==> src/rtl/mux_lanes_n2m.sv <==
// mux_lanes_n2m: N-to-M lane multiplexer.
//
// Accepts a group of IN_LANES {valid, byte} lane words with a ready/valid
// handshake into a 2-entry group FIFO and serialises each group onto OUT_LANES
// output lanes, one phase per accepted output beat. Phase p drives out lane k
// from in lane p*OUT_LANES+k.
//
// Ports:
//   clk        rising-edge clock
//   reset      asynchronous active-low reset
//   in_data    IN_LANES lane words, lane i at [i*(DATA_W+1) +: DATA_W+1], MSB = lane valid
//   in_push    group valid
//   in_ready   FIFO has room (depends on registered occupancy only)
//   out_data   OUT_LANES lane words of the presented phase
//   out_valid  out_data holds a phase
//   out_ready  downstream accepts the phase
//   out_last   presented phase is the final one of its group
//
// Optional feature macro: MUX_IDLE_SKIP_EN -- phases whose lane-valid bits are
// all zero are never presented; an all-invalid group is dropped without output.

module mux_lanes_n2m #(
    parameter int unsigned DATA_W    = 8,
    parameter int unsigned IN_LANES  = 4,
    parameter int unsigned OUT_LANES = 2
) (
    input  logic                             clk,
    input  logic                             reset,
    input  logic [IN_LANES*(DATA_W+1)-1:0]   in_data,
    input  logic                             in_push,
    output logic                             in_ready,
    output logic [OUT_LANES*(DATA_W+1)-1:0]  out_data,
    output logic                             out_valid,
    input  logic                             out_ready,
    output logic                             out_last
);
    localparam int unsigned LaneW = DATA_W + 1;
    localparam int unsigned NumPh = IN_LANES / OUT_LANES;
    localparam int unsigned PhW   = (NumPh > 1) ? $clog2(NumPh) : 1;
    localparam int unsigned GrpW  = IN_LANES * LaneW;
    localparam int unsigned PhDW  = OUT_LANES * LaneW;

    if (OUT_LANES == 0 || (IN_LANES % OUT_LANES) != 0) begin : g_bad_lanes
        $error("mux_lanes_n2m: IN_LANES must be a nonzero multiple of OUT_LANES");
    end

    // State encoding doubles as FIFO occupancy (0, 1, 2 groups).
    typedef enum logic [1:0] {
        StEmpty  = 2'd0,
        StStream = 2'd1,
        StFull   = 2'd2
    } state_e;

    state_e            state_q, state_d;
    logic [GrpW-1:0]   mem_q [2];
    logic [GrpW-1:0]   mem_d [2];
    logic              wr_ptr_q, wr_ptr_d;
    logic              rd_ptr_q, rd_ptr_d;
    logic [PhW-1:0]    ld_phase_q, ld_phase_d;
    logic              out_valid_q, out_valid_d;
    logic              out_last_q, out_last_d;
    logic [PhDW-1:0]   out_data_q, out_data_d;

    logic              push, pop, consume, load, drop, done, pending;
    logic              ld_sel, found, has_more;
    logic [GrpW-1:0]   grp;
    logic [NumPh-1:0]  ph_valid;
    logic [PhW-1:0]    sel_ph;
    logic [PhDW-1:0]   ph_data;

    assign in_ready  = (state_q != StFull);
    assign out_valid = out_valid_q;
    assign out_data  = out_data_q;
    assign out_last  = out_last_q;

    // Phases of the group selected for loading that are worth presenting.
    always_comb begin
        ph_valid = '1;
`ifdef MUX_IDLE_SKIP_EN
        for (int p = 0; p < int'(NumPh); p++) begin
            ph_valid[p] = 1'b0;
            for (int k = 0; k < int'(OUT_LANES); k++) begin
                ph_valid[p] = ph_valid[p] | grp[(p * OUT_LANES + k) * LaneW + DATA_W];
            end
        end
`endif
    end

    always_comb begin
        // Once the last phase of the head group sits in the output register, the
        // head is fully loaded and loading moves on to the next entry.
        done    = out_valid_q && out_last_q;
        ld_sel  = rd_ptr_q ^ done;
        grp     = mem_q[ld_sel];
        pending = done ? (state_q == StFull) : (state_q != StEmpty);

        found  = 1'b0;
        sel_ph = '0;
        for (int p = int'(NumPh) - 1; p >= 0; p--) begin
            if (ph_valid[p] && (p >= int'(ld_phase_q))) begin
                found  = 1'b1;
                sel_ph = p[PhW-1:0];
            end
        end
        has_more = 1'b0;
        for (int p = 0; p < int'(NumPh); p++) begin
            if (ph_valid[p] && (p > int'(sel_ph))) begin
                has_more = 1'b1;
            end
        end
        ph_data = '0;
        for (int p = 0; p < int'(NumPh); p++) begin
            if (sel_ph == p[PhW-1:0]) begin
                ph_data = grp[p * PhDW +: PhDW];
            end
        end

        push    = in_push && in_ready;
        consume = out_valid_q && out_ready;
        load    = pending && found && (!out_valid_q || out_ready);
        // Only reachable with idle skipping: a pending group with nothing to show.
        drop    = pending && !found && !done;
        pop     = (consume && out_last_q) || drop;

        mem_d = mem_q;
        if (push) begin
            mem_d[wr_ptr_q] = in_data;
        end
        wr_ptr_d = wr_ptr_q ^ push;
        rd_ptr_d = rd_ptr_q ^ pop;

        out_valid_d = out_valid_q && !out_ready;
        out_last_d  = out_last_q && !consume;
        out_data_d  = out_data_q;
        ld_phase_d  = ld_phase_q;
        if (load) begin
            out_valid_d = 1'b1;
            out_data_d  = ph_data;
            out_last_d  = !has_more;
            ld_phase_d  = has_more ? (sel_ph + PhW'(1)) : '0;
        end

        state_d = state_q;
        unique case (state_q)
            StEmpty: begin
                if (push) state_d = StStream;
            end
            StStream: begin
                if (push && !pop)      state_d = StFull;
                else if (pop && !push) state_d = StEmpty;
            end
            StFull: begin
                if (pop) state_d = StStream;
            end
            default: state_d = StEmpty;
        endcase
    end

    always_ff @(posedge clk or negedge reset) begin
        if (!reset) begin
            state_q     <= StEmpty;
            mem_q       <= '{default: '0};
            wr_ptr_q    <= 1'b0;
            rd_ptr_q    <= 1'b0;
            ld_phase_q  <= '0;
            out_valid_q <= 1'b0;
            out_last_q  <= 1'b0;
            out_data_q  <= '0;
        end else begin
            state_q     <= state_d;
            mem_q       <= mem_d;
            wr_ptr_q    <= wr_ptr_d;
            rd_ptr_q    <= rd_ptr_d;
            ld_phase_q  <= ld_phase_d;
            out_valid_q <= out_valid_d;
            out_last_q  <= out_last_d;
            out_data_q  <= out_data_d;
        end
    end

endmodule
==> config.mk <==
export PLATFORM = sky130hd
export DESIGN_NAME = mux_lanes_n2m
export DESIGN_NICKNAME = d
export VERILOG_FILES = /design/src/rtl/mux_lanes_n2m.sv
export SDC_FILE = /design/constraint.sdc
export NUM_CORES = 1
export LEC_CHECK = 0
export BUFFER_PORTS_ARGS = -buffer_cell sky130_fd_sc_hd__buf_2
export CAP_MARGIN = 30
export CORE_ASPECT_RATIO = 1.5
export CORE_MARGIN = 4
export CORE_UTILIZATION = 40
export CTS_CLUSTER_DIAMETER = 30
export DETAILED_ROUTE_END_ITERATION = 12
export SLEW_MARGIN = 20
export SYNTH_ARGS = -nofsm -noshare
export SYNTH_HDL_FRONTEND = slang
export SYNTH_SLANG_ARGS = --single-unit
==> constraint.sdc <==
create_clock -name clk -period 3.3 [get_ports clk]
set_input_delay 0.66 -clock clk [delete_from_list [all_inputs] [get_ports clk]]
set_output_delay 0.66 -clock clk [all_outputs]
set_load 0.005 [all_outputs]
==> flow_summary.yaml <==
outcome:
  status: "complete, no violations"
yosys:
  yosysTopAreaCellShare: 0.568
  yosysTopAreaCell: "dfrtp_1"
  synth_cells: 286
  synth_top_flop_cell: "dfrtp_1"
  ys_seq_area_frac: 0.568
  synth.most_common_cell: "dfrtp_1"
  synth.distinct_cells: 27
  synth_async_sr_flop_share: 1.00
  synthTopCellsByArea: "dfrtp_1 57%, mux2_2 19%, mux2i_1 8.7%, a221oi_2 6.3%, nor2_1 1.7%"
  synthTopCellsByCount: "97 x dfrtp_1, 72 x mux2_2, 37 x mux2i_1, 19 x nor2_1, 18 x a221oi_2"
  synth_edf_count: 0
  netlist_area_sq_um: 4270
  synth-seq-cells: 97
  ys_warn_count: 0
  avgSynthCellArea_sq_um: 14.9
  synth_nets: 328
setup_path:
  critPathMaxFanout: 24
  critPathKind: "reg2reg"
  worstPathArrival_ns: 2.45
  timing.rr.start: "state_q[0]"
  crit_path_start: "state_q[0]"
  worstReg2RegEnd: "mem_q[38]"
  reg2reg_slack_ns: 1.07
  critPathSlowestCell: "ha_2"
  cp_cell_sequence: "nand2b_1, and2_1, ha_2, buf_4, mux2_2"
  crit_cells: 5
  critPathTopFamily: "adder cells"
  reg2reg_depth: 5
  crit_buf_inv: 1
  cp-end-kind: "flop"
  slowest_delay_ns: 0.62
  cp-start-kind: "flop"
  cp-endpoint: "mem_q[38]"
  crit_required_ns: 3.52
global_route:
  grt_max_degree: 62
  grt_pass1_vias: 2732
  grt.total_usage: 0.147
  grt_pass1_wl_um: 14200
  antenna_found_initial: 0
  overflow: 0
floorplanning:
  core_area_sq_um: 10500
  chipWidth_um: 92.4
  die_h_um: 135
  core.rowCount: 46
  pin_count: 61
  fp.dieArea_sq_um: 12400
  start_util: 0.406
cells_and_area:
  fin_area_sq_um: 5040
  drive_gt1_frac: 0.504
  fin_nets: 389
  num_antenna_cells: 0
  fillCellCount: 968
  syn_to_final_growth_pct: 18.0
  layout.cells.non_filler: 495
sta:
  tightest_slew_ns: 0.658
  fin_worst_skew_ns: 0.00440
  tns_ns: 0
  period_needed_ns: 2.23
  slew_headroom: 0.561
  timing.final.crit_share: 0.677
  rsz0062_at_grt: "no"
  fin_ws_ns: 1.07
  timing.fmax_mhz: 448
  slew_violations: 0
  setup_viol: 0
  hold_viol: 0
clocking:
  numCtsBuffers: 9
  clock-sinks: 97
  cts_buffer_depth: 2
  clk_pin_slew_ns: 0.06
  htree_levels: 3
  cts_tree: "done"
  clk_latency_ns: 0.33
  cts_root_buffer: "clkbuf_16"
  cts_setup_buffers: 0
  cts.hold.buffers_added: 0
  postCtsResizedCells: 0
placed_design:
  place_area_sq_um: 4740
  dp_hpwl_um: 6050
  dp.cells: 480
  io_buffers: 60
  place_worst_setup_slack_ns: 0.915
  place_congestion: 0.710
detailed_routing:
  num_vias: 2505
  ant_nets: 0
  routed_wl_um: 8720
  drc_errors: 0
  drtIter0Drc: 48
  wl_per_cell_um: 17.6
  vias_per_cell: 5.06
  drt_pass1_iterations: 4
hold_path:
  hp-class: "in2async"
power:
  powerDensity_nw_per_um2: 1110
  leakage_uw: 0.00223
  ir_drop_uv: 393
flow_run:
  cap_violations: 0
## worst min-delay path by stage
stage                     from    endpoint  slack [ns]  cells past startpoint
floorplan                reset  ld_phase_q        0.36                      0
global placement    ld_phase_q  ld_phase_q        0.49                      1
detailed placement   mem_q[13]   mem_q[13]        0.49                      1
CTS                      reset    mem_q[9]        0.31                      1
global route             reset    mem_q[9]        0.34                      1
finish                   reset    mem_q[9]        0.29                      1
## worst reg2reg max path, cell delays in order, from the launching register on
cell,delay (ns)
dfrtp_1,0.50
nand2b_1,0.19
and2_1,0.17
ha_2,0.62
buf_4,0.29
mux2_2,0.35
## per-layer routing
| metal | part of all wire | wire length, um | vias to the layer above | track usage |
|---|---|---|---|---|
| met5 | 0 | 0 | - | 0 |
| met4 | 0.023 | 200 | 0 | 0.0620 |
| met3 | 0.032 | 282 | 13 | 0.0284 |
| met2 | 0.51 | 4410 | 45 | 0.250 |
| met1 | 0.44 | 3830 | 1286 | 0.183 |
| li1 | - | - | 1161 | - |
## report_power, final
part	leakage [uW]	switching (uW)	internal, uW
logic	0.000955	1130	1240
clock network	0.000148	421	622
registers	0.00113	349	1810
## stage by stage
step | hold slack, ns | utilization | power [uW]
after global routing | 0.337 | 0.478 | 5940
after floorplan | 0.364 | - | 4000
after CTS | 0.308 | 0.478 | 5670
after global placement | 0.486 | 0.450 | 4540
after detailed placement | 0.494 | 0.450 | 4620
final | 0.292 | 0.478 | 5580
## final cells by class
cell class	count	area (sq um)	area share
Clock buffer	12	256	0.0509
Clock inverter	3	40.0	0.00794
Sequential cell	97	2430	0.482
Tap cell	144	180	0.0357
Multi-Input combinational cell	169	1730	0.343
Inverter	2	7.51	0.00149
Timing Repair Buffer	68	400	0.0794
## placed cells by master (no fill, tap or decap), drive strengths merged, types with 3 or more instances in the layout
cell,synthesis,layout
mux2,72,72
buf,10,68
xor2,3,3
a221oi,18,18
mux2i,37,37
nor2,19,19
clkbuf,8,12
nand2,4,4
dfrtp,97,97
## state kept, by name, indices dropped and copies added, names as in the netlist
signal,count
ld_phase_q,1
mem_q,72
out_data,18
out_last,1
out_valid,1
rd_ptr_q,1
state_q,2
wr_ptr_q,1
## logic make-up (layout without fill, tap and decap cells)
logic type      count (synthesis)  count (layout)  share of synthesized area
mux                           109             109                      0.277
flops                          97              97                      0.568
simple gates                   31              31                     0.0325
compound gates                 24              24                     0.0747
buf+inv                        20              85                     0.0316
xor+xnor                        3               3                     0.0105
fa+ha+maj                       2               2                    0.00586
(Power assumes the default switching activity.)
